<file path="src/rtl/target_ddr_pkg.sv">
// Shared encodings for the target HDR-DDR receive path: deserializer modes,
// engine decisions, frame error codes and the rx sequencer state set.
package target_ddr_pkg;

  localparam logic [3:0] MODE_INIT  = 4'd0;
  localparam logic [3:0] MODE_PRE   = 4'd1;
  localparam logic [3:0] MODE_DATA  = 4'd2;
  localparam logic [3:0] MODE_CCC   = 4'd3;
  localparam logic [3:0] MODE_PAR   = 4'd4;
  localparam logic [3:0] MODE_TOKEN = 4'd5;
  localparam logic [3:0] MODE_CRC   = 4'd6;
  localparam logic [3:0] MODE_ZEROS = 4'd8;
  localparam logic [3:0] MODE_SPRE  = 4'd9;

  localparam logic [1:0] DEC_NOT_ME  = 2'b00;
  localparam logic [1:0] DEC_DIRECT  = 2'b01;
  localparam logic [1:0] DEC_BCAST   = 2'b10;
  localparam logic [1:0] DEC_HDR_ERR = 2'b11;

  localparam logic [2:0] ERR_NONE     = 3'd0;
  localparam logic [2:0] ERR_HEADER   = 3'd1;
  localparam logic [2:0] ERR_SPRE     = 3'd2;
  localparam logic [2:0] ERR_PARITY   = 3'd3;
  localparam logic [2:0] ERR_TOKEN    = 3'd4;
  localparam logic [2:0] ERR_CRC      = 3'd5;
  localparam logic [2:0] ERR_TIMEOUT  = 3'd6;
  localparam logic [2:0] ERR_OVERFLOW = 3'd7;

  typedef enum logic [3:0] {
    ST_IDLE, ST_HDR, ST_SPRE, ST_ZEROS, ST_CCC, ST_CPAR,
    ST_PRE, ST_DATA, ST_DPAR, ST_TOKEN, ST_CRC, ST_FAIL
  } seq_state_t;

  function automatic logic [3:0] state_mode(seq_state_t s);
    case (s)
      ST_SPRE:         return MODE_SPRE;
      ST_ZEROS:        return MODE_ZEROS;
      ST_CCC:          return MODE_CCC;
      ST_CPAR, ST_DPAR: return MODE_PAR;
      ST_PRE:          return MODE_PRE;
      ST_DATA:         return MODE_DATA;
      ST_TOKEN:        return MODE_TOKEN;
      ST_CRC:          return MODE_CRC;
      default:         return MODE_INIT;
    endcase
  endfunction

endpackage

</file>
<file path="src/rtl/target_rx_sequencer_if.sv">
// Sequencer <-> receive deserializer bus: enable/mode out, done/flags back.
interface target_rx_sequencer_if;
  logic       o_rx_en;
  logic [3:0] o_rx_mode;
  logic       i_rx_mode_done;
  logic       i_rx_error_flag;
  logic       i_rx_pre;
  logic       i_rx_rnw;

  modport master (
    output o_rx_en, o_rx_mode,
    input  i_rx_mode_done, i_rx_error_flag, i_rx_pre, i_rx_rnw
  );

  modport slave (
    input  o_rx_en, o_rx_mode,
    output i_rx_mode_done, i_rx_error_flag, i_rx_pre, i_rx_rnw
  );
endinterface

</file>
<file path="src/rtl/target_rx_watchdog.sv">
// Stall counter: counts enabled cycles since the last clear and flags
// expiry once TIMEOUT_CYCLES cycles have gone by without one.
module target_rx_watchdog #(
  parameter int TIMEOUT_CYCLES = 4096,
  parameter int CNT_W          = 12
) (
  input  logic i_sys_clk,
  input  logic i_sys_rst,
  input  logic clear,
  input  logic enable,
  output logic expired
);

  logic [CNT_W-1:0] cnt;

  assign expired = enable && (cnt == CNT_W'(TIMEOUT_CYCLES - 1));

  // Holds at the terminal count; the owner leaves the state on expiry.
  always_ff @(posedge i_sys_clk) begin
    if (i_sys_rst || clear) cnt <= '0;
    else if (enable && !expired) cnt <= cnt + 1'b1;
  end

endmodule

</file>
<file path="src/rtl/target_rx_sequencer.sv">
// HDR-DDR write-frame sequencer: steps the rx deserializer through
// header, CCC, data words and CRC, and reports done / coded error.
module target_rx_sequencer
  import target_ddr_pkg::*;
#(
  parameter  int MAX_WORDS      = 16,
  parameter  int TIMEOUT_CYCLES = 4096,
  parameter  int CNT_W          = 12,
  localparam int WC_W           = $clog2(MAX_WORDS + 1)
) (
  input  logic                  i_sys_clk,
  input  logic                  i_sys_rst,
  target_rx_sequencer_if.master rx,
  input  logic                  i_frame_start,
  input  logic                  i_abort,
  input  logic [1:0]            i_engine_decision,
  output logic                  o_busy,
  output logic                  o_byte_valid,
  output logic [WC_W-1:0]       o_word_count,
  output logic                  o_tx_handoff,
  output logic                  o_frame_done,
  output logic                  o_frame_err,
  output logic [2:0]            o_err_code
);

  seq_state_t state, state_nxt;
  logic       second_byte;
  logic       active, done, err, wd_expired;
  logic       byte_nxt, fdone_nxt, handoff_nxt, word_inc;
  logic [2:0] fail_code;

  assign done   = rx.i_rx_mode_done;
  assign err    = rx.i_rx_error_flag;
  assign active = (state != ST_IDLE) && (state != ST_FAIL);

  assign o_busy       = (state != ST_IDLE);
  assign o_frame_err  = (state == ST_FAIL);
  assign rx.o_rx_en   = active;
  assign rx.o_rx_mode = state_mode(state);

  target_rx_watchdog #(
    .TIMEOUT_CYCLES (TIMEOUT_CYCLES),
    .CNT_W          (CNT_W)
  ) u_watchdog (
    .i_sys_clk (i_sys_clk),
    .i_sys_rst (i_sys_rst),
    .clear     (done || i_abort || !active),
    .enable    (active),
    .expired   (wd_expired)
  );

  always_comb begin
    state_nxt   = state;
    fail_code   = ERR_NONE;
    byte_nxt    = 1'b0;
    fdone_nxt   = 1'b0;
    handoff_nxt = 1'b0;
    word_inc    = 1'b0;
    unique case (state)
      ST_IDLE: if (i_frame_start) state_nxt = ST_HDR;
      ST_FAIL: state_nxt = ST_IDLE;
      default: begin
        // Abort beats done, done beats a same-cycle timeout.
        if (i_abort) begin
          state_nxt = ST_IDLE;
        end else if (done) begin
          case (state)
            ST_HDR: begin
              case (i_engine_decision)
                DEC_HDR_ERR: fail_code = ERR_HEADER;
                DEC_NOT_ME:  state_nxt = ST_IDLE;
                default: begin
                  if (rx.i_rx_rnw) begin
                    handoff_nxt = 1'b1;
                    state_nxt   = ST_IDLE;
                  end else begin
                    state_nxt = ST_SPRE;
                  end
                end
              endcase
            end
            ST_SPRE:  if (err) fail_code = ERR_SPRE; else state_nxt = ST_ZEROS;
            ST_ZEROS: state_nxt = ST_CCC;
            ST_CCC: begin
              byte_nxt  = 1'b1;
              state_nxt = ST_CPAR;
            end
            ST_CPAR, ST_DPAR: if (err) fail_code = ERR_PARITY; else state_nxt = ST_PRE;
            ST_PRE: begin
              if (!rx.i_rx_pre) state_nxt = ST_TOKEN;
              else if (o_word_count == WC_W'(MAX_WORDS)) fail_code = ERR_OVERFLOW;
              else state_nxt = ST_DATA;
            end
            ST_DATA: begin
              byte_nxt = 1'b1;
              if (second_byte) begin
                word_inc  = 1'b1;
                state_nxt = ST_DPAR;
              end
            end
            ST_TOKEN: if (err) fail_code = ERR_TOKEN; else state_nxt = ST_CRC;
            ST_CRC: begin
              if (err) begin
                fail_code = ERR_CRC;
              end else begin
                fdone_nxt = 1'b1;
                state_nxt = ST_IDLE;
              end
            end
            default: ;
          endcase
        end else if (wd_expired) begin
          fail_code = ERR_TIMEOUT;
        end
        if (fail_code != ERR_NONE) state_nxt = ST_FAIL;
      end
    endcase
  end

  always_ff @(posedge i_sys_clk) begin
    if (i_sys_rst) begin
      state        <= ST_IDLE;
      second_byte  <= 1'b0;
      o_word_count <= '0;
      o_err_code   <= ERR_NONE;
      o_byte_valid <= 1'b0;
      o_frame_done <= 1'b0;
      o_tx_handoff <= 1'b0;
    end else begin
      state        <= state_nxt;
      o_byte_valid <= byte_nxt;
      o_frame_done <= fdone_nxt;
      o_tx_handoff <= handoff_nxt;
      if (state == ST_IDLE && i_frame_start) begin
        o_word_count <= '0;
        o_err_code   <= ERR_NONE;
      end else begin
        if (word_inc && o_word_count != WC_W'(MAX_WORDS)) o_word_count <= o_word_count + 1'b1;
        if (fail_code != ERR_NONE) o_err_code <= fail_code;
      end
      // Low/high byte of the current data word.
      if (state == ST_DATA && done && !i_abort) second_byte <= ~second_byte;
      else if (state != ST_DATA) second_byte <= 1'b0;
    end
  end

endmodule

</file>
<file path="src/flat_wrapper.sv">
// flat-port wrapper written by rule: the top's interface ports become plain ports
module target_rx_sequencer_flat import target_ddr_pkg::*;
#(
  parameter  int MAX_WORDS      = 16,
  parameter  int TIMEOUT_CYCLES = 4096,
  parameter  int CNT_W          = 12,
  localparam int WC_W           = $clog2(MAX_WORDS + 1)
)
  (i_sys_clk, i_sys_rst, i_frame_start, i_abort, i_engine_decision, o_busy, o_byte_valid, o_word_count, o_tx_handoff, o_frame_done, o_frame_err, o_err_code, rx_o_rx_en, rx_o_rx_mode, rx_i_rx_mode_done, rx_i_rx_error_flag, rx_i_rx_pre, rx_i_rx_rnw);
  target_rx_sequencer_if rx_i ();
  input  logic i_sys_clk;
  input  logic i_sys_rst;
  input  logic i_frame_start;
  input  logic i_abort;
  input  logic [1:0] i_engine_decision;
  output logic o_busy;
  output logic o_byte_valid;
  output logic [WC_W-1:0] o_word_count;
  output logic o_tx_handoff;
  output logic o_frame_done;
  output logic o_frame_err;
  output logic [2:0] o_err_code;
  output wire logic [$bits(rx_i.o_rx_en)-1:0] rx_o_rx_en;
  output wire logic [$bits(rx_i.o_rx_mode)-1:0] rx_o_rx_mode;
  input wire logic [$bits(rx_i.i_rx_mode_done)-1:0] rx_i_rx_mode_done;
  input wire logic [$bits(rx_i.i_rx_error_flag)-1:0] rx_i_rx_error_flag;
  input wire logic [$bits(rx_i.i_rx_pre)-1:0] rx_i_rx_pre;
  input wire logic [$bits(rx_i.i_rx_rnw)-1:0] rx_i_rx_rnw;
  assign rx_o_rx_en = rx_i.o_rx_en;
  assign rx_o_rx_mode = rx_i.o_rx_mode;
  assign rx_i.i_rx_mode_done = rx_i_rx_mode_done;
  assign rx_i.i_rx_error_flag = rx_i_rx_error_flag;
  assign rx_i.i_rx_pre = rx_i_rx_pre;
  assign rx_i.i_rx_rnw = rx_i_rx_rnw;
  target_rx_sequencer #(.MAX_WORDS(MAX_WORDS), .TIMEOUT_CYCLES(TIMEOUT_CYCLES), .CNT_W(CNT_W)) u_core (.i_sys_clk(i_sys_clk), .i_sys_rst(i_sys_rst), .rx(rx_i), .i_frame_start(i_frame_start), .i_abort(i_abort), .i_engine_decision(i_engine_decision), .o_busy(o_busy), .o_byte_valid(o_byte_valid), .o_word_count(o_word_count), .o_tx_handoff(o_tx_handoff), .o_frame_done(o_frame_done), .o_frame_err(o_frame_err), .o_err_code(o_err_code));
endmodule
</file>
<file path="config.mk">
export PLATFORM = sky130hd
export DESIGN_NAME = target_rx_sequencer_flat
export DESIGN_NICKNAME = d
export VERILOG_FILES = /design/src/rtl/target_ddr_pkg.sv /design/src/rtl/target_rx_sequencer_if.sv /design/src/rtl/target_rx_watchdog.sv /design/src/rtl/target_rx_sequencer.sv /design/src/flat_wrapper.sv
export SDC_FILE = /design/constraint.sdc
export NUM_CORES = 1
export LEC_CHECK = 0
export CORE_MARGIN = 1
export CORE_UTILIZATION = 55
export CTS_CLUSTER_DIAMETER = 150
export CTS_CLUSTER_SIZE = 8
export DETAILED_ROUTE_END_ITERATION = 7
export PLACE_DENSITY = 0.8
export SLEW_MARGIN = 5
export SYNTH_ARGS = -nofsm -noshare
export SYNTH_HDL_FRONTEND = slang
export SYNTH_SLANG_ARGS = --single-unit
</file>
<file path="constraint.sdc">
create_clock -name i_sys_clk -period 5.2 [get_ports i_sys_clk]
set_input_delay 1.56 -clock i_sys_clk [delete_from_list [all_inputs] [get_ports i_sys_clk]]
set_output_delay 1.56 -clock i_sys_clk [all_outputs]
set_load 0.005 [all_outputs]
</file>
### Word level (Yosys, flattened, before mapping)

Memories as Yosys holds them, arrays and structs flattened. A register that Yosys moved wholly into a read port is not among the register bits.
Index checks and enable logic that the tools add are counted.

* register bits after elaboration: 28
* latch bits: 0
* RAM bits: 0
* memory bits (read-only): 64
* input bits: 10
* output and inout bits: 18
* logic and storage cells: 109
* memories kept: 1

Memories
* (name not given): words 16, bits a word 4, read ports 1, clocked after memory_dff 1, wr ports 0, RTL line target_ddr_pkg.sv:35 `case (s)`

* add/subtract/negate cells: 2
* multiply operators: 0
* div/mod/pow operators: 0
* magnitude comparators: 0
* equal/unequal tests: 25
* shift operators: 0
* muxes and demuxes: 40
* bitwise operators: 4
* reduce and logical (&&, ||, !) cells: 29

Operators by type and width (number)
* 4-bit two-way mux: 13
* 4-bit case mux with 9 select lines: 1
* 6-bit by 4-bit inequality test with 1-bit output, second input constant: 5
* 3-bit two-way mux: 9
* 3-bit case mux with 6 select lines: 1
* 4-bit by 3-bit equality test with 1-bit output, second input constant: 4
* 4-bit equality test, second input constant: 4
* 4-bit case mux with 2 select lines: 2
* 13-bit nonzero test: 1
* 12-bit by 1-bit adder with 12-bit output, second input constant: 1
* 12-bit equality test, second input constant: 1
* 1-bit two-way mux: 11
* 10-bit AND reduction: 1
* 4-bit by 2-bit equality test with 1-bit output, second input constant: 2
* 2-bit OR reduction: 4
* 8-bit OR reduction: 1
* 1-bit logical AND: 7
* 7-bit inequality test, second input constant: 1
* 2-bit two-way mux: 3
* 6-bit by 3-bit inequality test with 1-bit output, second input constant: 1
* 3-bit nonzero test: 2
* 6-bit OR reduction: 1
* 5-bit by 1-bit adder with 5-bit output, second input constant: 1
* 5-bit equality test, second input constant: 1
* 15 further kinds: 22

### Longest topological paths before layout

* depth after elaboration: 12
* gate-level depth with buffers: 13
* gate-level depth less buffers: 13

### Modules after synthesis

A second synthesis with hierarchy kept.

* cell total of the unflattened synthesis: 236
* area, all modules: 2043.2 um^2

Modules (own cells, without submodules)
* target_rx_sequencer: instances 1, cells an instance 167, area an instance 1390.1 um^2, sequential area each 400.4 um^2
* target_rx_watchdog: instances 1, cells an instance 69, area an instance 653.1 um^2, sequential area each 240.2 um^2

### Worst setup path after synthesis

Ideal clock, no wire load.

* kind: input port to flip-flop
* start: input rx_i_rx_mode_done
* end: register u_core.rx.o_rx_mode[0] (netlist name)
* setup time: 0.118 ns
* arrival time: 3.471 ns
* required time: 5.082 ns
* setup slack: 1.611 ns
* stages on the path: 10
* buffers on the path: 0
* cell sequence: o21bai_1 -> a221oi_2 -> a21oi_1 -> o211ai_1 -> nor2_1 -> or4_1 -> nor2b_4 -> ha_1 -> mux2i_1 -> o2bb2ai_2

* longest elaborated chain between the ends: 8
* elaborated cells between the ends (all ways): 18
* classes of those cells: eq/ne (7); mux (7); reduce/logical (4)

RTL lines
* from (decl): RTL line flat_wrapper.sv:25 `input wire logic [$bits(rx_i.i_rx_mode_done)-1:0] rx_i_rx_mode_done;`
* 3-bit two-way mux: RTL line target_rx_sequencer.sv:66 `end else if (done) begin`
* 3-bit two-way mux: RTL line target_rx_sequencer.sv:64 `if (i_abort) begin`
* 3-bit two-way mux: RTL line target_rx_sequencer.sv:59 `unique case (state)`
* 3-bit nonzero test: RTL line target_rx_sequencer.sv:115 `if (fail_code != ERR_NONE) state_nxt = ST_FAIL;`
* 7-bit inequality test (no line) (tied with other cells)
* 10-bit AND reduction (no line) or 4-bit case mux with 2 select lines (tied branches)
* 4-bit two-way mux (no line) (*) (2 in a row)

Every way passes the cells marked *; elsewhere a longest branch is shown, timed or not. The select of a mux whose other input is x is not followed.
A chain may end at the register's enable or synchronous reset.

### Final worst setup path

* start: input rx_i_rx_mode_done
* end: register u_core.rx.o_rx_mode[0] (netlist name)

* longest elaborated chain between the ends: 8
* elaborated cells between the ends (all ways): 18
* classes of those cells: eq/ne (7); mux (7); reduce/logical (4)

RTL lines (RTL line)
* 3-bit two-way mux: target_rx_sequencer.sv:66
* 3-bit two-way mux: target_rx_sequencer.sv:64
* 3-bit two-way mux: target_rx_sequencer.sv:59
* 3-bit nonzero test: target_rx_sequencer.sv:115
* 7-bit inequality test (no line) (tied with other cells)
* 10-bit AND reduction (no line) or 4-bit case mux with 2 select lines (tied branches)
* 4-bit two-way mux (no line) (*) (2 in a row)

Marked as above.

==> impl_summary.md <==
Timing
The max-slew headroom at the worst pin is 0.3058. The maximum achievable frequency is 244.3 MHz. The worst clock skew on the final layout is 0.01155 ns. The hold violation count in the final report came to 0. Across all setup checks in the final design, the least slack found is 1.106 ns. The number of max-slew violations in the final report is 0.

The count of endpoints failing setup in the final report is 0. Setup repair after global routing left no endpoint under its margin. Subtracting the final worst setup slack from the clock period gives 4.094 ns.

For the final routed database, the setup TNS stands at 0 ns. The ratio of final minimum period to clock period is 0.7872. The slew of the pin with the lowest slew margin is 1.027 ns.

Outcome
The run finished with clean final reports.

Clock tree
The clock passes through at most 2 buffers. The number of clock buffers added by TritonCTS is 5. The number of setup buffers added after CTS is 0. The number of cells upsized or downsized after cts is 0. The deepest level of the CTS H-tree is 2. The number of buffers inserted by hold repair at cts is 0.

The CTS root buffer is clkbuf_4. The clock reaches the later pin of the worst-skew pair after 0.34 ns. Counting every sink on the clock net gives 32. The CTS tree is done.

After clock tree synthesis, the clock-pin slew on the worst setup and hold paths is 0.10 ns.

Die
28 I/O pins were placed. The floorplan step defined a core boundary enclosing 3390 sq um. For this configuration, the core starts out at a cell density of 0.5814. The area of the die is 3827 sq um. The die is 61.86 um wide.

The die is 61.86 um tall. The floorplan row count is 21.

Cells and area
The most frequent standard cell in the layout excluding fill and tap cells is dfxtp_1. The number of inserted diodes is 0. The count of filler cells inserted in the layout is 287.

The post-synthesis to final-layout area growth is 18.60%. The final layout net count is 269. The multi-input gate area in the final layout is 1216 sq um. In the layout the commonest cells are 32 x dfxtp_1, 27 x nor2_1, 27 x clkdlybuf4s50_1, 14 x inv_1, 14 x xor2_1. Registers take 640.6 sq um. The fraction of final layout cells sized beyond drive strength 1 is 0.08661.

Worst setup path
In this run the critical register-to-register path is launched from u_core.state[3]. The most critical setup path has its startpoint at rx_i_rx_mode_done. The worst setup path is launched from a primary input.

The critical path goes through clkdlybuf4s50_1 -> o21bai_1 -> a221oi_2 -> a21oi_1 -> o211ai_1 -> nor2_1 -> or4_1 -> nor2b_4 -> ha_1 -> mux2i_1 -> o2bb2ai_2. The cell type of the slowest stage on the worst timing path is clkdlybuf4s50_1. The largest single stage delay on the critical path is 0.53 ns. The type of the worst setup path is primary input to register. The required arrival time at the worst endpoint is 5.43 ns. STA classifies the critical path endpoint as a register. Along the worst path, the maximum fanout reaches 8. For the worst setup path, the data arrival time is 4.32 ns.

Synth
The count of cell types in the netlist is 60. After synthesis, the share of flip-flops with an asynchronous set or reset is 0. The share of synthesized area in the top cell type comes to 0.3251. The flip-flop and latch count after synthesis is 32.

The average cell area after synthesis is 8.568 sq um. The post-synthesis instance area is 1971 sq um. The largest total area in the synthesized netlist belongs to dfxtp_1. Counting every net in the synthesized netlist gives 246.

Ranked by total cell area, the synthesized netlist is headed by dfxtp_1 33%, xor2_1 6.2%, nor2_1 5.1%. In the synthesized netlist the dominant register cell turns out to be dfxtp_1. Of the synthesized area, sequential elements account for 0.3251. Yosys mapped a number of flops with a built-in enable equal to 0. The total of warnings raised by yosys is 0. The gate count after technology mapping is 230.

Placed design
The number of buffer cells added on primary ports is 27. The weighted congestion at the end of routability-driven global placement is 0.8771. After legalization and detailed placement, the total HPWL measured 3016 um.

The worst setup timing slack at the placement stage is 0.7870 ns.

Pwr
IR analysis of the VDD net gives a maximum drop of 0.0002077 V. The leakage component of the power is 0.8709 nW. The power density relative to cell area is 399.0 nW/um^2.

Route
Before antenna repair, the detailed router went through 4 iterations. The total DRC errors in the routed layout is 0. After the first detailed-routing iteration, the DRC count stood at 233.

The number of routed nets with antenna violations is 0. Dividing the detail-routed wire length by the instance count gives 14.12 um. The vias after detailed routing is 1754. Dividing the detail-routed via count by the number of cells gives 5.847. Wires add up to 4237 um.

Min path
The worst hold path class is register to register. The worst hold path begins at u_core.u_watchdog.cnt[8].

Job
Across the run, the number of max-cap violations was 0.

Global routing
After global routing the overflow that remains totals 0. The wire length of the first global-routing pass is 6727 um. The number of antenna violations at the first check in global routing is 0. Entering global routing, the biggest net connects 25 pins. The total routing usage reported by global routing is 0.2413. The number of global-route vias before repair was 1510.
-- sequential cells by signal, indices dropped and copies added (netlist names) --
register               cells
u_core.o_tx_handoff        1
u_core.second_byte         1
u_core.o_frame_done        1
u_core.o_word_count        5
u_core.u_watchdog.cnt     12
u_core.rx.o_rx_mode        4
u_core.o_byte_valid        1
u_core.o_err_code          3
u_core.state               4
-- cell type report --
cell class | instances | area share
Multi-Input combinational cell | 172 | 0.5203
Inverter | 15 | 0.02463
Sequential cell | 32 | 0.2741
Clock buffer | 7 | 0.02784
Clock inverter | 1 | 0.01285
Tap cell | 46 | 0.02463
Timing Repair Buffer | 27 | 0.1156
-- cells in the mapped netlist, drive strengths merged (5+ instances only) --
| cell | n |
|---|---|
| xor2 | 14 |
| buf | 8 |
| nand4 | 9 |
| o21ai | 8 |
| inv | 14 |
| nand3 | 10 |
| nor2 | 27 |
| ha | 6 |
| nor2b | 6 |
| nand2 | 12 |
| nand2b | 6 |
| nor4b | 5 |
| dfxtp | 32 |
-- final timing paths --
| kind | slack (ns) | depth (start not counted) | endpoint |
|---|---|---|---|
| worst min register to register | 0.52 | 2 | u_core.u_watchdog.cnt[8] |
| worst max-delay path | 1.11 | 11 | u_core.rx.o_rx_mode[0] |
| worst max register to register | 2.02 | 10 | u_core.rx.o_rx_mode[0] |
| worst min-delay path | 0.52 | 2 | u_core.u_watchdog.cnt[8] |
-- per-layer routing --
layer	GRT usage	vias to the layer above	wire [um]
li1	-	870	-
met1	0.3194	811	2017
met3	0.04348	9	234
met4	0.1270	0	90
met2	0.3748	64	1894
met5	0	-	0
-- logic make-up (layout without fill, tap and decap cells) --
group	count (synthesis)	in the layout	synth area share
and+or+nand+nor	107	107	0.3194
AOI/OAI and AO/OA	38	38	0.1638
muxes	4	4	0.02032
DFF	32	32	0.3251
adders and majority gates	6	6	0.03809
buffers and inverters	26	50	0.05777
xor gates and xnor gates	17	17	0.07556
-- power by group --
part | internal (mW) | total [mW] | switching, mW
logic | 0.185 | 0.392 | 0.208
clock network | 0.128 | 0.216 | 0.0888
registers | 0.266 | 0.324 | 0.0578
total | 0.578 | 0.933 | 0.354
-- metrics by stage --
step | power [mW] | hold WS, ns | utilization | std cells | instance area (sq um)
4_1_cts | 0.9286 | 0.5179 | 0.6896 | 300 | 2337
2_1_floorplan | 0.6114 | 0.4672 | - | 230 | 1971
6_report | 0.9327 | 0.5174 | 0.6896 | 300 | 2337
3_5_place_dp | 0.7116 | 0.4954 | 0.6615 | 292 | 2242
5_1_grt | 0.9894 | 0.5513 | 0.6896 | 300 | 2337
3_3_place_gp | 0.7089 | 0.4866 | 0.6615 | 292 | 2242
-- worst max-delay path, delay by kind of cell --
| kind | cells | cell delay (ns) |
|---|---|---|
| muxes | 1 | 0.20 |
| and+or+nand+nor | 3 | 0.76 |
| AOI/OAI and AO/OA | 5 | 1.04 |
| adders and majority gates | 1 | 0.22 |
| buffers and inverters | 1 | 0.53 |
Note: power is estimated with default switching activity, not from simulation.
